==> config.mk <==
export PLATFORM = sky130hd
export DESIGN_NAME = fwd_hazard_unit
export DESIGN_NICKNAME = d
export VERILOG_FILES = /design/src/rtl/fwd_hazard_unit.sv
export SDC_FILE = /design/constraint.sdc
export NUM_CORES = 1
export LEC_CHECK = 0
export BUFFER_PORTS_ARGS = -buffer_cell sky130_fd_sc_hd__buf_4
export CORE_UTILIZATION = 47
export CTS_CLUSTER_DIAMETER = 60
export DETAILED_ROUTE_END_ITERATION = 8
export PLACE_DENSITY = 0.75
export SKIP_CTS_REPAIR_TIMING = 1
export SLEW_MARGIN = 20
export SYNTH_ARGS = -nofsm -noshare
export SYNTH_HDL_FRONTEND = slang
export SYNTH_SLANG_ARGS = --single-unit
export TNS_END_PERCENT = 5
==> constraint.sdc <==
create_clock -name clk -period 2.36 [get_ports clk]
set_input_delay 0.118 -clock clk [delete_from_list [all_inputs] [get_ports clk]]
set_output_delay 0.118 -clock clk [all_outputs]
set_load 0.01 [all_outputs]
==> src/rtl/fwd_hazard_unit.sv <==
// Forwarding-select and load-use hazard control for a 5-stage pipeline.
// Define HAZ_PERF_CNT_EN to add stallCount/flushCount event counters.
module fwd_hazard_unit #(
    parameter int REG_W = 5,
    parameter int FWD_W = 2
) (
    input  logic             clk,
    input  logic             rst,
    input  logic             valid_ID,
    input  logic [REG_W-1:0] rs_ID,
    input  logic [REG_W-1:0] rt_ID,
    input  logic             usesRt_ID,
    input  logic [REG_W-1:0] rd_ID,
    input  logic             regWrite_ID,
    input  logic             memRead_ID,
    input  logic             flush,
    output logic [FWD_W-1:0] forwardA,
    output logic [FWD_W-1:0] forwardB,
    output logic             stall,
    output logic             bubble
`ifdef HAZ_PERF_CNT_EN
    ,
    output logic [31:0]      stallCount,
    output logic [31:0]      flushCount
`endif
);

    localparam logic [FWD_W-1:0] SEL_RF  = FWD_W'(0);
    localparam logic [FWD_W-1:0] SEL_WB  = FWD_W'(1);
    localparam logic [FWD_W-1:0] SEL_MEM = FWD_W'(2);

    logic [REG_W-1:0] rdEx;
    logic             regWriteEx;
    logic             memReadEx;
    logic [REG_W-1:0] rdMem;
    logic             regWriteMem;

    logic             loadUse;
    logic             inject;
    logic             exWritesReg;
    logic             memWritesReg;
    logic             hitExA;
    logic             hitExB;
    logic             hitMemA;
    logic             hitMemB;
    logic [FWD_W-1:0] nextFwdA;
    logic [FWD_W-1:0] nextFwdB;

    assign exWritesReg  = regWriteEx && (rdEx != '0);
    assign memWritesReg = regWriteMem && (rdMem != '0);

    assign hitExA  = exWritesReg && (rdEx == rs_ID);
    assign hitExB  = exWritesReg && (rdEx == rt_ID) && usesRt_ID;
    assign hitMemA = memWritesReg && (rdMem == rs_ID);
    assign hitMemB = memWritesReg && (rdMem == rt_ID) && usesRt_ID;

    assign loadUse = valid_ID && memReadEx && (rdEx != '0) &&
                     ((rdEx == rs_ID) ||
                      (usesRt_ID && (rdEx == rt_ID)));

    assign inject = flush || loadUse || !valid_ID;
    assign stall  = loadUse && !flush;
    assign bubble = stall || flush;

    // EX producer will sit in MEM next cycle, MEM producer in WB.
    always_comb begin
        nextFwdA = SEL_RF;
        priority case (1'b1)
            inject:  nextFwdA = SEL_RF;
            hitExA:  nextFwdA = SEL_MEM;
            hitMemA: nextFwdA = SEL_WB;
            default: nextFwdA = SEL_RF;
        endcase
    end

    always_comb begin
        nextFwdB = SEL_RF;
        priority case (1'b1)
            inject:  nextFwdB = SEL_RF;
            hitExB:  nextFwdB = SEL_MEM;
            hitMemB: nextFwdB = SEL_WB;
            default: nextFwdB = SEL_RF;
        endcase
    end

    always_ff @(posedge clk or negedge rst) begin
        if (!rst) begin
            rdEx        <= '0;
            regWriteEx  <= 1'b0;
            memReadEx   <= 1'b0;
            rdMem       <= '0;
            regWriteMem <= 1'b0;
            forwardA    <= SEL_RF;
            forwardB    <= SEL_RF;
        end else begin
            rdMem       <= rdEx;
            regWriteMem <= regWriteEx;
            if (inject) begin
                rdEx       <= '0;
                regWriteEx <= 1'b0;
                memReadEx  <= 1'b0;
            end else begin
                rdEx       <= rd_ID;
                regWriteEx <= regWrite_ID;
                memReadEx  <= memRead_ID;
            end
            forwardA <= nextFwdA;
            forwardB <= nextFwdB;
        end
    end

`ifdef HAZ_PERF_CNT_EN
    always_ff @(posedge clk or negedge rst) begin
        if (!rst) begin
            stallCount <= '0;
            flushCount <= '0;
        end else begin
            if (stall) stallCount <= stallCount + 32'd1;
            if (flush) flushCount <= flushCount + 32'd1;
        end
    end
`endif

endmodule

* After elaboration in Yosys (flattened, before gate mapping)
Cells that the tools add are included. W data, S select, Z words.
Word-level totals: register bits 17
Operators by class: reduce and logical (&&, ||, !) cells 21, mux-type cells 9, eq/ne operators 4
Operator list (count):
- $eq A5 B5 Y1 | 4
- $logic_and A1 B1 Y1 | 13
- $reduce_bool A5 Y1 | 2
- $mux W2 | 4
- $mux W5 | 1
- $logic_or A1 B1 Y1 | 4
- $mux W1 | 4
- $logic_not A1 Y1 | 2

* Longest topological paths before layout
word-level depth 7, gate-level depth with buffers 6

* Worst setup path after synthesis
No wires, ideal clock.
kind reg2out, start point reg rdEx[1], end point out stall, cell stages (with the launch flop) 7, arrival time 1274 ps, data required time 2242 ps, setup slack 968 ps, cells stage by stage dfrtp_1 -> xnor2_1 -> nand4_1 -> o22ai_2 -> nand3_2 -> buf_6 -> nor2_1
Between the ends: cells in the longest elaborated chain, start to end 5, elaborated cells between the ends (all ways) 8
RTL lines:
- start: declaration | line 32 | logic [REG_W-1:0] rdEx;
- start signal: assignment | line 103 | rdEx <= rd_ID;
- $eq A5 B5 Y1 | line 59 | (usesRt_ID && (rdEx == rt_ID)));
- $logic_and A1 B1 Y1 | line 59
- $logic_or A1 B1 Y1 | line 58 | ((rdEx == rs_ID) ||
- $logic_and A1 B1 Y1 (*) | line 57 | assign loadUse = valid_ID && memReadEx && (rdEx != '0) &&
- $logic_and A1 B1 Y1 (*) | line 62 | assign stall = loadUse && !flush;
- end: declaration | line 19 | output logic stall,
Mark *: on every way between the ends. The rest lies on a longest branch, timed or not.

* Worst setup path after layout
start point reg rdEx[4], end point out stall
The elaborated chain is that of the path after synthesis.

==> summary.md <==
| Metric | Value |
|---|---|
| Status | `complete, no violations` |
| Total core area | `0.00158 mm^2` |
| Internal | `approximately 0.00042 W` |
| Area leader, netlist | `dfrtp_1` |
| Layout cell share with drive strength beyond 1 | `0.343` |
| Worst-Skew Late Latency | `around 0.29 ns` |
| Slew margin rel. | `0.638` |
| Die Y | `roughly 44 um` |
| Mux cell area share after synthesis | `0` |
| GRT Residual Overflow | `0` |
| Sw frac | `0.248` |
| Fmax achieved | `roughly 520 MHz` |
| #FFs+latches synth | `17` |
| Final Wtd Congestion | `slightly below 0.8` |
| Synth Cell Area | `833 um^2` |
| ANT nets after route | `0` |
| Syn nets | `94` |
| Drt drc | `0` |
| Synth area leaders | `dfrtp_1 51%, xnor2_1 17%, and3_1 6.8%` |
| Largest net degree at the start of global routing | `18` |
| Port-buffer cells | `27` |
| Maximum vdd drop | `0.327 mV` |
| Tcrit/Tclk final | `0.812` |
| Min Tclk post-route | `1.92 ns` |
| Clock Skews | `a little over 0.004 ns` |
| Hold_sp | `rd_ID[4]` |
| # diodes | `0` |
| Area growth syn-to-layout | `29.3%` |
| WL/cell | `about 13 um` |
| Worst setup startpoint | `rdEx[4]` |
| Kind of critical path | `reg2out` |
| Post-synth top area share | `0.511` |
| Fin. max-slew vios | `0` |
| Vias in the first global route | `623` |
| Ys async rst share | `1.00` |
| Die span in x | `44.1 um` |
| Comb pwr share | `0.162` |
| RSZ-0062 raised after global routing | `false` |
| Avg Vias per Cell | `around 5.4` |
| Clk buf depth | `2` |
| LEAKAGE | `~0.52 nW` |
| Mean Syn Cell Area | `11.6 um^2` |
| Initial drt markers | `12` |
| HPWL Detailed | `1240 um` |
| Power per cell area | `slightly above 500 mW/mm^2` |
| Post-synth top cells | `17 x dfrtp_1, 16 x xnor2_1, 9 x and3_1` |
| Clock power share | `0.280` |
| Die area | `between 0.0015 and 0.002 mm^2` |
| Hold WS | `around 0.048 ns` |
| Syn. warnings | `0` |
| Top-count cell post-synth | `dfrtp_1` |
| Critical Path RT | `2.24 ns` |
| Final hold vios | `0` |
| CP arrival | `about 1.8 ns` |
| Cell Rows | `14` |
| Synth cell types | `21` |
| H-Tree Depth | `1` |
| Hold Crit Class | `in2reg` |
| Largest family of logic cells by synthesized area | `simple AND/OR/NAND/NOR gates` |
| R2r startpoint | `rdEx[4]` |
| Post-synth EDFFs | `0` |
| CTS buffer count | `3` |
| Worst Max-Slew Pin Slew | `around 0.54 ns` |
| First-pass GRT wire length | `2680 um` |
| Post-Synth Adder-Cell Area | `0` |
| Pre-CTS WS | `0.791 ns` |
| Element type at the critical path start | `flip-flop` |
| Setup TNS | `0 ns` |
| Final worst slack | `approximately 0.44 ns` |
| XOR/XNOR share of the synthesized area | `0.210` |
| CTS Root Cell | `clkbuf_4` |
| GRT Util Overall | `0.195` |
| Switch Pwr | `between 0.0001 and 0.00015 W` |
| Drt first pass iters | `6` |
| Register area share after synthesis | `0.511` |
| Synth Area in Compound Gates | `0.0375` |
| Starting Density | `0.529` |
| Seq pwr share | `0.557` |
| Initial antenna violation count | `0` |
| # Max-Cap Violations | `0` |
| Ys flop type | `dfrtp_1` |
| CTS tree | `built` |
| DR vias | `between 600 and 700` |
| Mapped Cells | `a little over 70` |
| Synth Area in Simple Gates | `0.224` |
| Final setup vio count | `0` |
| I/O pin count | `28` |
| Final #Nets | `around 130` |
| Crit end category | `primary output` |
| Worst-path clk slew | `~0.1 ns` |
| Final WL | `1570 um` |
| Max Fanout on Critical Path | `12` |
| CTS sink cnt | `17` |
-- placed cells by master (no fill, tap or decap), drive strengths merged, types with 2 or more instances in the layout --
cell type	count
nand3	2
clkbuf	4
xor2	4
xnor2	16
buf	27
nor3	4
nand2	3
nor2	2
dfrtp	17
nand4	4
and3	9
-- path summary, 6_finish.rpt --
check                                    to  slack, ns  cells after the start
worst min register to register  regWriteMem       0.41                      0
worst min-delay path                rdEx[4]       0.05                      2
worst max-delay path                  stall       0.44                      6
max in group asynchronous           rdEx[1]       1.96                      2
min in group asynchronous       forwardA[0]       0.21                      2
worst max register to register      rdEx[1]       0.81                      5
-- layout make-up --
type / instances / area (um^2)
fillers: 126 / 499
flip-flops and latches: 17 / 425
multi-input cells: 53 / 393
repair buffers: 28 / 213
clock buffers: 4 / 26.3
well taps: 16 / 20.0
-- registers in the layout, summed over array words and instances (netlist names) --
register     cells
forwardA         2
forwardB         2
memReadEx        1
rdEx             5
rdMem            5
regWriteEx       1
regWriteMem      1
-- critical path, stage by stage (launching register included) --
cell     delay (ns)
dfrtp_1        0.45
xnor2_1        0.20
nand4_1        0.18
o22ai_2        0.18
nand3_2        0.20
nor2_1         0.16
buf_4          0.13
-- power groups by stage --
stage	clock network (W)	logic (W)	registers, W
after floorplan	0	0.0000446	0.000313
after global placement	0	0.0000883	0.000315
after detailed placement	0	0.0000896	0.000315
after CTS	0.000155	0.0000900	0.000310
after global routing	0.000174	0.000101	0.000311
final	0.000156	0.0000903	0.000310
-- cell families after synthesis --
kind of cell    after synthesis
compound gates                3
xor+xnor                     20
buf+inv                       2
simple gates                 30
flops                        17
-- routing by layer --
metal	share of wire	wire length, um	vias up	track usage
met4	0.0089	14	0	0.0606
met1	0.42	665	306	0.243
met2	0.49	774	22	0.321
li1	-	-	311	-
met3	0.070	110	2	0.0653
met5	0	0	-	0
-- stage by stage --
| stage | instances | total power [W] | util | area, um^2 |
|---|---|---|---|---|
| 2_1_floorplan | 72 | 0.000358 | - | 833 |
| 6_report | 118 | 0.000556 | 0.683 | 1080 |
| 5_1_grt | 118 | 0.000586 | 0.683 | 1080 |
| 3_3_place_gp | 113 | 0.000404 | 0.660 | 1040 |
| 3_5_place_dp | 113 | 0.000405 | 0.660 | 1040 |
| 4_1_cts | 117 | 0.000555 | 0.677 | 1070 |
Note: power is estimated with default switching activity, not from simulation.
